### config.mk
export PLATFORM = sky130hd
export DESIGN_NAME = lsu_mem_master
export DESIGN_NICKNAME = d
export VERILOG_FILES = /design/src/rtl/lsu_pkg.sv /design/src/rtl/lsu_lane_align.sv /design/src/rtl/lsu_mem_master.sv
export SDC_FILE = /design/constraint.sdc
export NUM_CORES = 1
export LEC_CHECK = 0
export ABC_CLOCK_PERIOD_IN_PS = 1800
export CAP_MARGIN = 20
export CORE_MARGIN = 3
export CORE_UTILIZATION = 40
export CTS_CLUSTER_DIAMETER = 150
export CTS_CLUSTER_SIZE = 20
export DETAILED_ROUTE_END_ITERATION = 8
export GPL_TIMING_DRIVEN = 0
export PLACE_DENSITY = 0.77
export RECOVER_POWER = 50
export SLEW_MARGIN = 20
export SYNTH_ARGS = -nofsm -noshare
export SYNTH_HDL_FRONTEND = slang
export SYNTH_SLANG_ARGS = --single-unit
### constraint.sdc
create_clock -name clk -period 1.8 [get_ports clk]
set_clock_uncertainty 0.1 [all_clocks]
set_input_delay 0.27 -clock clk [delete_from_list [all_inputs] [get_ports clk]]
set_output_delay 0.27 -clock clk [all_outputs]
set_load 0.01 [all_outputs]
### src/rtl/lsu_pkg.sv
// rtl/lsu_pkg.sv - shared types and alignment helper for the load/store unit
package lsu_pkg;

    typedef enum logic [1:0] {
        SZ_BYTE = 2'b00,
        SZ_HALF = 2'b01,
        SZ_WORD = 2'b10,
        SZ_RSVD = 2'b11
    } size_e;

    typedef enum logic [1:0] {
        IDLE   = 2'b00,
        ACCESS = 2'b01,
        WRITE  = 2'b10,
        RESP   = 2'b11
    } lsu_state_e;

    // A reserved size is treated as an alignment fault so one check covers both.
    function automatic logic align_fault(input size_e size, input logic [1:0] addr_lo);
        case (size)
            SZ_BYTE: align_fault = 1'b0;
            SZ_HALF: align_fault = addr_lo[0];
            SZ_WORD: align_fault = (addr_lo != 2'b00);
            default: align_fault = 1'b1;
        endcase
    endfunction

endpackage

### src/rtl/lsu_lane_align.sv
// rtl/lsu_lane_align.sv - combinational load extract/extend and store lane merge
module lsu_lane_align
    import lsu_pkg::*;
(
    input  logic [31:0] rdata,
    input  logic [31:0] wdata,
    input  logic [1:0]  addr_lo,
    input  size_e       size,
    input  logic        is_unsigned,
    output logic [31:0] load_data,
    output logic [31:0] lane_data,
    output logic [31:0] merged,
    output logic [3:0]  mask
);

    logic [7:0]  sel_byte;
    logic [15:0] sel_half;
    logic [31:0] bit_mask;

    // Pick the addressed lane out of the read word and sign/zero extend it.
    always_comb begin
        case (addr_lo)
            2'd0:    sel_byte = rdata[7:0];
            2'd1:    sel_byte = rdata[15:8];
            2'd2:    sel_byte = rdata[23:16];
            default: sel_byte = rdata[31:24];
        endcase
        sel_half = addr_lo[1] ? rdata[31:16] : rdata[15:0];
        case (size)
            SZ_BYTE: load_data = {{24{~is_unsigned & sel_byte[7]}}, sel_byte};
            SZ_HALF: load_data = {{16{~is_unsigned & sel_half[15]}}, sel_half};
            default: load_data = rdata;
        endcase
    end

    // Replicate store data across lanes and build the lane mask; merge keeps unselected lanes.
    always_comb begin
        case (size)
            SZ_BYTE: begin
                lane_data = {4{wdata[7:0]}};
                mask      = 4'b0001 << addr_lo;
            end
            SZ_HALF: begin
                lane_data = {2{wdata[15:0]}};
                mask      = addr_lo[1] ? 4'b1100 : 4'b0011;
            end
            default: begin
                lane_data = wdata;
                mask      = 4'b1111;
            end
        endcase
        bit_mask = {{8{mask[3]}}, {8{mask[2]}}, {8{mask[1]}}, {8{mask[0]}}};
        merged   = (rdata & ~bit_mask) | (lane_data & bit_mask);
    end

endmodule

### src/rtl/lsu_mem_master.sv
// rtl/lsu_mem_master.sv - LSU initiator for word memory; LSU_BYTE_WRITE_EN adds mem_be
module lsu_mem_master
    import lsu_pkg::*;
#(
    parameter int DEPTH = 1024
) (
    input  logic        clk,
    input  logic        reset_n,
    input  logic        req_valid,
    output logic        req_ready,
    input  logic        req_we,
    input  logic [1:0]  req_size,
    input  logic        req_unsigned,
    input  logic [31:0] req_addr,
    input  logic [31:0] req_wdata,
    output logic        resp_valid,
    output logic [31:0] resp_rdata,
    output logic        resp_err,
    output logic [31:0] mem_addr,
    output logic [31:0] mem_wdata,
    output logic        mem_we,
`ifdef LSU_BYTE_WRITE_EN
    output logic [3:0]  mem_be,
`endif
    input  logic [31:0] mem_rdata
);

    localparam logic [31:0] DEPTH_W = DEPTH;

    lsu_state_e  state_q, state_d;
    logic [31:0] addr_q, wdata_q, rdata_q, merged_q;
    size_e       size_q;
    logic        we_q, uns_q, err_q;
    logic        mem_we_raw;
    logic        accept, req_err;
    logic [31:0] load_data, lane_data, merged;
    logic [3:0]  lane_mask;

    assign accept  = (state_q == IDLE) && req_valid;
    assign req_err = align_fault(size_e'(req_size), req_addr[1:0]) ||
                     ({2'b00, req_addr[31:2]} >= DEPTH_W);

    lsu_lane_align u_align (
        .rdata       (mem_rdata),
        .wdata       (wdata_q),
        .addr_lo     (addr_q[1:0]),
        .size        (size_q),
        .is_unsigned (uns_q),
        .load_data   (load_data),
        .lane_data   (lane_data),
        .merged      (merged),
        .mask        (lane_mask)
    );

    // State register.
    always_ff @(posedge clk) begin
        if (!reset_n) state_q <= IDLE;
        else          state_q <= state_d;
    end

    // Request capture at accept, load result and merged word registered in ACCESS.
    always_ff @(posedge clk) begin
        if (!reset_n) begin
            addr_q   <= '0;
            wdata_q  <= '0;
            size_q   <= SZ_BYTE;
            we_q     <= 1'b0;
            uns_q    <= 1'b0;
            err_q    <= 1'b0;
            rdata_q  <= '0;
            merged_q <= '0;
        end else if (accept) begin
            addr_q  <= req_addr;
            wdata_q <= req_wdata;
            size_q  <= size_e'(req_size);
            we_q    <= req_we;
            uns_q   <= req_unsigned;
            err_q   <= req_err;
        end else if (state_q == ACCESS) begin
            rdata_q  <= (!we_q && !err_q) ? load_data : 32'h0;
            merged_q <= merged;
        end
    end

    // Next state: sub-word stores detour through WRITE unless byte enables exist.
    always_comb begin
        state_d = state_q;
        case (state_q)
            IDLE:   if (req_valid) state_d = ACCESS;
            ACCESS: begin
                state_d = RESP;
`ifndef LSU_BYTE_WRITE_EN
                if (we_q && !err_q && (lane_mask != 4'b1111)) state_d = WRITE;
`endif
            end
            WRITE:  state_d = RESP;
            default: state_d = IDLE;
        endcase
    end

    // Outputs from state; the write strobe is gated by reset_n so reset never writes.
    always_comb begin
        req_ready  = (state_q == IDLE);
        resp_valid = (state_q == RESP);
        resp_rdata = (state_q == RESP) ? rdata_q : 32'h0;
        resp_err   = (state_q == RESP) && err_q;
        mem_addr   = {2'b00, addr_q[31:2]};
        mem_wdata  = 32'h0;
        mem_we_raw = 1'b0;
`ifdef LSU_BYTE_WRITE_EN
        mem_be     = 4'b0000;
        if (state_q == ACCESS && we_q && !err_q) begin
            mem_we_raw = 1'b1;
            mem_wdata  = lane_data;
            mem_be     = lane_mask;
        end else if (state_q == WRITE) begin
            mem_we_raw = 1'b1;
            mem_wdata  = merged_q;
            mem_be     = 4'b1111;
        end
`else
        if (state_q == ACCESS && we_q && !err_q && (lane_mask == 4'b1111)) begin
            mem_we_raw = 1'b1;
            mem_wdata  = lane_data;
        end else if (state_q == WRITE) begin
            mem_we_raw = 1'b1;
            mem_wdata  = merged_q;
        end
`endif
        mem_we = mem_we_raw && reset_n;
    end

endmodule

# --- Word-level counts from Yosys, hierarchy flattened ---
# Index checks and enable logic that the tools add are counted.
# W data, S select, Z words.
classes:
  magnitude_cmp: 1
  eq_ne: 11
  shifts: 1
  mux: 16
  n_bitwise: 8
  reduce_logical: 18
op_table:
  columns: ["op", "n"]
  rows:
  - ["$mux W32", 4]
  - ["$pmux W32 S2", 2]
  - ["$and A32 B32 Y32", 2]
  - ["$not A32 Y32", 1]
  - ["$or A32 B32 Y32", 1]
  - ["$ge A30 B11 Y1 const B", 1]
  - ["$pmux W8 S3", 1]
  - ["$mux W16", 1]
  - ["$logic_and A1 B1 Y1", 9]
  - ["$eq A2 B1 Y1 const B", 4]
  - ["$eq A2 B2 Y1 const B", 4]
  - ["$logic_not A2 Y1", 4]
  - ["$pmux W4 S2", 1]
  - ["$pmux W2 S3", 1]
  - ["$eq A4 B4 Y1 const B", 1]
  - ["$mux W4", 1]
  - ["$ne A4 B4 Y1 const B", 1]
  - ["$shl A1 B2 Y4 const A", 1]
  - ["$mux W1", 3]
  - ["$pmux W1 S3", 1]
  - ["$and A1 B1 Y1", 2]
  - ["$logic_not A1 Y1", 2]
  - ["$mux W2", 1]
  - ["$ne A2 B2 Y1 const B", 1]
  - ["4 further kinds", 5]
word_totals:
  register_bits: 135
  inputBits: 103
  output_inout_bits: 100
  wordCells: 64

# --- Depth between registers and ports, before layout ---
# Gate-level depths: netlist (run 1).
logic_depth:
  depth_word: 6
  mapped_depth: 8
  ltp_nobuf: 6

# --- By module ---
# Synthesis (run 1) repeated with hierarchy kept, for this count alone.
unflattened:
  hier_cells: 958
  area_unflattened_um2: 7457.2
modules_own_cells:
  columns: ["module", "instances", "cells_per_inst", "area_per_inst_um2", "seq_area_each_um2"]
  rows:
  - ["lsu_mem_master", 1, 749, 5830.6, 2702.6]
  - ["lsu_lane_align", 1, 209, 1626.6, 0.0]

# --- Worst setup path after synthesis (run 1) ---
# Ideal clock, no wire load.
synth_path:
  path_type: "register to output"
  start: "register state_q[0]"
  end: "output port mem_wdata[22]"
  t_arrival_ns: 1.368
  required_ns: 1.430
  setup_slack_ns: 0.062
  path_stages_with_launch: 7
  path_buffers: 2
  path_cell_list: "dfxtp_1 > inv_1 > ha_1 > clkbuf_1 > clkbuf_1 > nand2_1 > o21ai_0"
synth_between:
  elab_chain_len: 5
  word_cells_on_any_way: 7
  cone_classes: "eq/ne: 2; mux: 2; reduce/logical: 3"
synth_rtl:
  columns: ["element", "line", "text"]
  rows:
  - ["start, declared", "lsu_mem_master.sv:30", "lsu_state_e state_q, state_d;"]
  - ["start signal, assigned", "lsu_mem_master.sv:58", "else state_q <= state_d;"]
  - ["$eq A2 B1 Y1", "lsu_mem_master.sv:122", "if (state_q == ACCESS && we_q && !err_q && (lane_mask == 4'b1111)) begin"]
  - ["$logic_and A1 B1 Y1 (3 in a row)", "lsu_mem_master.sv:122", null]
  - ["$mux W32 *", "lsu_mem_master.sv:122", null]
  - ["end, declared", "lsu_mem_master.sv:20", "output logic [31:0] mem_wdata,"]
# Every way passes the cells marked *; elsewhere a longest branch is shown, timed or not.

# --- Final worst setup path (run 1) ---
layout_path:
  start: "register state_q[1]"
  end: "output port mem_we"
layout_between:
  elab_chain_len: 6
  word_cells_on_any_way: 8
  cone_classes: "eq/ne: 2; mux: 2; reduce/logical: 4"
layout_rtl:
  columns: ["element", "line", "text"]
  rows:
  - ["$eq A2 B1 Y1", "lsu_mem_master.sv:122", null]
  - ["$logic_and A1 B1 Y1 (3 in a row)", "lsu_mem_master.sv:122", null]
  - ["$mux W1 *", "lsu_mem_master.sv:122", null]
  - ["$logic_and A1 B1 Y1 *", "lsu_mem_master.sv:130", "mem_we = mem_we_raw && reset_n;"]
  - ["end, declared", "lsu_mem_master.sv:21", "output logic mem_we,"]
# Marks and branches as above.

==> results of run 1 <==
## flip-flops by register name, summed over array words and instances, names as in the netlist
name / cells
uns_q: 1
we_q: 1
merged_q: 32
rdata_q: 32
wdata_q: 32
size_q: 2
addr_q: 32
state_q: 2
err_q: 1
## metrics by stage
step | worst slack, ns | instances | hold slack, ns | instance area (um2) | total power, W
floorplan | 0.0625 | 867 | 0.301 | 7060 | 0.00678
global placement | -0.887 | 1286 | 0.327 | 9330 | 0.00828
detailed placement | -0.892 | 1286 | 0.336 | 9330 | 0.00837
CTS | -0.521 | 1352 | 0.289 | 10800 | 0.0126
global route | -0.579 | 1372 | 0.313 | 11500 | 0.0144
finish | -0.550 | 1372 | 0.297 | 11500 | 0.0138
## Yosys cell counts (4+ instances only)
| library cell | number |
|---|---|
| o22ai_1 | 8 |
| a21oi_1 | 44 |
| buf_6 | 5 |
| nor4_1 | 5 |
| and2_1 | 35 |
| o21ai_0 | 74 |
| o221ai_1 | 6 |
| clkbuf_1 | 29 |
| mux2_2 | 14 |
| nor2_1 | 14 |
| ha_1 | 5 |
| buf_4 | 40 |
| buf_1 | 4 |
| a21boi_0 | 68 |
| nand2_1 | 213 |
| dfxtp_1 | 135 |
| a22oi_1 | 16 |
| a211oi_1 | 6 |
| a22o_1 | 9 |
| nand3b_1 | 8 |
| buf_2 | 19 |
| mux2i_1 | 53 |
| inv_1 | 5 |
| nor2b_1 | 13 |
## path summary, 6_finish.rpt
check,startpoint,endpoint,slack [ns],depth (start not counted)
max,state_q[1]$_SDFFE_PN0P_,mem_we,-0.55,8
min,req_addr[10],addr_q[10]$_SDFFE_PN0P_,0.30,3
max reg2reg,state_q[0]$_SDFFE_PN0P_,merged_q[5]$_SDFFE_PN0P_,-0.03,6
min reg2reg,rdata_q[31]$_SDFFE_PN0P_,rdata_q[31]$_SDFFE_PN0P_,0.35,2
## power breakdown
part	total [W]	leakage, nW	switching (W)	internal, W
logic	0.00594	3.20	0.00303	0.00290
clock network	0.00348	0.282	0.00130	0.00217
registers	0.00436	1.11	0.000621	0.00374
## cell type report
class                           instances  area, um2  area share, %
Timing Repair Buffer                  259       2610           22.7
Tap cell                              220        275           2.39
Inverter                                5       23.8          0.207
Clock buffer                           24        492           4.28
Buffer                                 95        838           7.29
Multi-Input combinational cell        627       4450           38.7
Sequential cell                       135       2720           23.6
Clock inverter                          7       93.8          0.816
## cell families (layout without fill, tap and decap cells)
| kind of cell | Yosys count | count (layout) |
|---|---|---|
| AO/OA/AOI/OAI | 247 | 247 |
| buffers and inverters | 105 | 390 |
| adder cells (fa/ha/maj) | 5 | 5 |
| AND/OR/NAND/NOR | 306 | 306 |
| other | 1 | 2 |
| multiplexers | 67 | 67 |
| flip-flops | 135 | 135 |
## per-layer routing
layer,vias to the layer above,share of wire [%],wire length (um)
li1,3494,-,-
met1,3573,38,10600
met2,531,47,13200
met3,135,11,2970
met4,0,4.9,1360
met5,-,0,0
## what timing repair did
action | in CTS | in global routing
hold buffers | 0 | 0
pin swaps | 22 | 28
buffers inserted | 29 | 29
endpoints found under the setup margin | 155 | 203
gates cloned | 7 | 1
gates resized for setup | 508 | 184
## worst max-delay path, delay by kind of cell, from the launching register on
family          cells  cell delay, ns
buf+inv             5            0.63
flops               1            0.38
compound gates      1            0.20
simple gates        1            0.18
fa+ha+maj           1            0.15
==> results.json, run 1 <==
{
  "port_buffers": 199,
  "power_density_nw_per_um2": 1200,
  "grt_max_degree": 17,
  "syn_area_um2": 7060,
  "layout.cells.most_common": "nand2_1",
  "clock_latency_ns": 0.43,
  "synth_edf_count": 0,
  "grt_pass1_wl_um": 39800,
  "vias_per_cell": 5.64,
  "slowest_stage": "dfxtp_4",
  "drt-total-wl_um": 28100,
  "ant_nets": 0,
  "root_buffer": "clkbuf_16",
  "drtPass1Iterations": 7,
  "hold_viol_final": 0,
  "post-route-period-util_pct": 131,
  "gr-usage-met3_pct": 7.31,
  "fin_util_pct": 67.9,
  "dp_hpwl_um": 17400,
  "ir_drop_v": 0.000869,
  "drtIter0Drc": 869,
  "cts_tree": "done",
  "crit_arrival_ns": 1.98,
  "rows": 47,
  "synthMuxAreaShare_pct": 9.75,
  "areaGrowthSynthToFinish_pct": 63.0,
  "initial_core_util_pct": 41.7,
  "grtUsageMet2_pct": 40.9,
  "cpMostUsedCell": "buf_12",
  "grt-ovfl-total": 0,
  "yosys_warnings": 0,
  "rsz0062_at_grt": "yes",
  "cts.sinks": 135,
  "core_um2": 16900,
  "wl_per_cell_um": 20.5,
  "diodes": 0,
  "drv_cap": 0,
  "min_period_ns": 2.35,
  "synth_area_per_cell_um2": 8.15,
  "ys.flop_type": "dfxtp_1",
  "setup_tns_ns": -24.30,
  "synth_fa_ha_area_share_pct": 0.887,
  "required_ns": 1.43,
  "die_w_um": 139,
  "busiest_layer": "met2",
  "nets": 1248,
  "setup_violations": 76,
  "nFillCells": 1245,
  "synth_area_leaders": "dfxtp_1, nand2_1, mux2i_1",
  "maxSlewHeadroom_pct": 57.9,
  "synth_cell_type_count": 50,
  "grt_use_met1_pct": 32.6,
  "synth_xor_area_share_pct": 0,
  "vias": 7733,
  "synthArstFlopShare_pct": 0,
  "hp-class": "in2reg",
  "numCtsBuffers": 17,
  "status": "finished, violations left",
  "setup.worst_path.class": "reg2out",
  "endpoint_kind": "primary output",
  "final_cell_mix": "nand2_1, dfxtp_1, clkdlybuf4s50_1, buf_6, a21boi_0",
  "power.leakage_nw": 4.59,
  "antenna_found_initial": 1,
  "cp_max_fo": 6,
  "netlist_instances": 866,
  "finalMaxSlewViolations": 0,
  "gp_congestion": 0.921,
  "synth.top_cell.area_share_pct": 38.3,
  "num_io_pins": 203,
  "worst_slack_ns": -0.550,
  "grt_pass1_vias": 7357,
  "grt_usage_pct": 25.8,
  "tightest_slew_ns": 0.625,
  "violations": "setup timing",
  "cts.path.max_buffers": 2,
  "synth-compound-area-share_pct": 22.6,
  "die-area_um2": 19300,
  "htreeDepth": 4,
  "cp-start-kind": "register",
  "drive_gt1_share_pct": 33.6,
  "synth_top_family_by_area": "compound AO/OA/AOI/OAI gates",
  "ys_ff_latch": 135,
  "synthSimpleGateAreaFrac_pct": 19.6,
  "max_stage_delay_ns": 0.38,
  "cts.clk_slew.worst_paths_ns": 0.06,
  "yosys.area.top_type": "dfxtp_1",
  "drc": 0,
  "cp_cell_sequence": "inv_4 > ha_4 > and3_4 > buf_12 > buf_12 > buf_8 > o21a_1 > buf_2",
  "die_h_um": 139,
  "fmax_mhz": 425,
  "ys_seq_area_share_pct": 38.3
}
No activity file was read; power rests on OpenSTA's default activity.
==> run 2: changes to the inputs <==
--- a/config.mk
+++ b/config.mk
@@ -9,9 +9,11 @@
 export CAP_MARGIN = 20
 export CORE_MARGIN = 3
 export CORE_UTILIZATION = 40
+export CTS_BUF_LIST = sky130_fd_sc_hd__clkbuf_8 sky130_fd_sc_hd__clkbuf_16
 export CTS_CLUSTER_DIAMETER = 150
 export CTS_CLUSTER_SIZE = 20
 export DETAILED_ROUTE_END_ITERATION = 8
+export GPL_ROUTABILITY_DRIVEN = 0
 export GPL_TIMING_DRIVEN = 0
 export PLACE_DENSITY = 0.77
 export RECOVER_POWER = 50
==> run 2 against run 1 <==
The flow still finishes with violations (setup timing); worst hold slack gained 0.0083 ns; sequential power shrank 1%; register-to-register slack lost 0.05 ns; final area shrank 6.3%; worst setup slack gained 0.11 ns; critical path type unchanged.
==> results.json, run 2 (synthesis results as in run 1) <==
{
  "drc": 0,
  "cpMostUsedCell": "buf_12",
  "cts.clk_slew.worst_paths_ns": 0.06,
  "hold_end": "addr_q[8]$_SDFFE_PN0P_",
  "drv_cap": 0,
  "p_clk_share_pct": 25.8,
  "worst_slack_ns": -0.445,
  "finalMaxSlewViolations": 0,
  "ir_drop_v": 0.000969,
  "port_buffers": 199,
  "max_stage_delay_ns": 0.37,
  "root_buffer": "clkbuf_16",
  "internal_power_w": 0.00820,
  "place_ws_ns": -0.888,
  "cts.sinks": 135,
  "numCtsBuffers": 17,
  "drtIter0Drc": 704,
  "crit_family": "buffers and inverters",
  "regToRegStartpoint": "state_q[1]$_SDFFE_PN0P_",
  "cp-start-kind": "register",
  "post_dp_cell_area_um2": 9330,
  "min_period_ns": 2.25,
  "dp_hpwl_um": 17600,
  "rows": 47,
  "wl_per_cell_um": 18.8,
  "initial_core_util_pct": 41.7,
  "final_area_um2": 10800,
  "num_io_pins": 203,
  "p_switching_w": 0.00472,
  "die_w_um": 139,
  "grt_pass1_vias": 7066,
  "areaGrowthSynthToFinish_pct": 52.7,
  "setup_violations": 97,
  "required_ns": 1.43,
  "critPathBufInv": 4,
  "diodes": 0,
  "fin_util_pct": 63.6,
  "r2r-end": "merged_q[1]$_SDFFE_PN0P_",
  "drive_gt1_share_pct": 29.4,
  "min_path_cells": 3,
  "power_frac_comb_pct": 40.9,
  "nFillCells": 1362,
  "p_sw_share_pct": 36.5,
  "die-area_um2": 19300,
  "fmax_mhz": 445,
  "drtPass1Iterations": 7,
  "ff2ff_setup_slack_ns": -0.08,
  "crit_arrival_ns": 1.88,
  "vias": 7257,
  "hold_ws_ns": 0.305,
  "grt-ovfl-total": 0,
  "power_density_nw_per_um2": 1200,
  "grt_pass1_wl_um": 37900,
  "ant_nets": 0,
  "cts.path.max_buffers": 2,
  "grt_max_degree": 17,
  "cts_tree": "done",
  "rsz0062_at_grt": "yes",
  "drt-total-wl_um": 25300,
  "htreeDepth": 4,
  "layout.cells.most_common": "nand2_1",
  "slowest_stage": "dfxtp_4",
  "post-route-period-util_pct": 125,
  "core_um2": 16900,
  "setup.worst_path.class": "reg2out",
  "status": "finished, violations left",
  "endpoint_kind": "primary output",
  "tightest_slew_ns": 0.595,
  "antenna_found_initial": 0,
  "vias_per_cell": 5.38,
  "maxSlewHeadroom_pct": 60.3,
  "r2r_cells": 8,
  "cp_max_fo": 10,
  "nets": 1223,
  "seqPwrFrac_pct": 33.3,
  "die_h_um": 139,
  "violations": "setup timing",
  "power.leakage_nw": 4.33,
  "grt_usage_pct": 24.5,
  "hp-class": "in2reg",
  "final_cell_mix": "nand2_1, dfxtp_1, clkdlybuf4s50_1, buf_2, a21boi_0",
  "cp_cell_sequence": "buf_12 > buf_12 > buf_8 > nor2_2 > a21oi_2 > mux2i_4 > buf_2",
  "hp-start": "req_addr[8]",
  "clock_latency_ns": 0.42,
  "hold_viol_final": 0,
  "setup_tns_ns": -21.08
}
[run 2: changes by cell type in the layout (fill, tap and decap cells not counted), sizes merged]
cell / delta
dlymetal6s2s: +9
clkdlybuf4s15: +1
clkinvlp: +1
clkdlybuf4s25: -9
clkinv: +6
clkbuf: +3
inv: +1
clkdlybuf4s50: +1
buf: -36
bufinv: -1
[run 2: how the worst max path moves through the flow]
stage | startpoint | endpoint | slack [ns] | cells after the start
2_1_floorplan | state_q[0]$_SDFFE_PN0P_ | mem_wdata[22] | 0.06 | 6
3_3_place_gp | state_q[0]$_SDFFE_PN0P_ | mem_wdata[15] | -0.89 | 7
3_5_place_dp | state_q[0]$_SDFFE_PN0P_ | mem_wdata[15] | -0.89 | 7
4_1_cts | state_q[1]$_SDFFE_PN0P_ | mem_we | -0.47 | 8
5_1_grt | state_q[1]$_SDFFE_PN0P_ | mem_wdata[7] | -0.49 | 8
6_report | size_q[1]$_SDFFE_PN0P_ | mem_wdata[31] | -0.45 | 7
[run 2: timing repair]
item,CTS,global route
hold buffers,0,0
buffers inserted,16,12
gates cloned,3,1
setup endpoints to repair,167,175
pin swaps,4,16
hold endpoints to repair,0,0
resized for setup,452,108
[run 2: layer usage]
metal	global-route usage (%)	up-vias	wire length [um]
met5	0	-	0
met4	10.1	0	888
li1	-	3448	-
met2	39.1	381	11900
met1	31.8	3362	10400
met3	6.24	66	2140
[run 2: worst min-delay path: stages]
cell             delay (ns)
clkdlybuf4s50_1        0.39
nand2_1                0.05
a21boi_0               0.06
[run 2: power groups by stage]
stage          clock network (W)  registers [W]  logic [W]
2_1_floorplan                  0        0.00408    0.00270
3_3_place_gp                   0        0.00421    0.00407
3_5_place_dp                   0        0.00424    0.00413
4_1_cts                  0.00335        0.00425    0.00475
5_1_grt                  0.00346        0.00438    0.00570
6_report                 0.00333        0.00430    0.00529
[run 2: final cells by class]
type	count	area [um2]	area share [%]
multi-input combinational	627	4300	39.8
sequential	135	2720	25.2
timing repair buffer	231	2060	19.2
buffer	98	841	7.80
clock buffer	18	439	4.07
tap	220	275	2.55
clock inverter	14	129	1.20
inverter	5	18.8	0.174
[run 2: metrics by stage]
step	instances	total power [W]
floorplan	867	0.00678
CTS	1336	0.0124
global placement	1286	0.00828
detailed placement	1286	0.00837
finish	1348	0.0129
global route	1348	0.0135
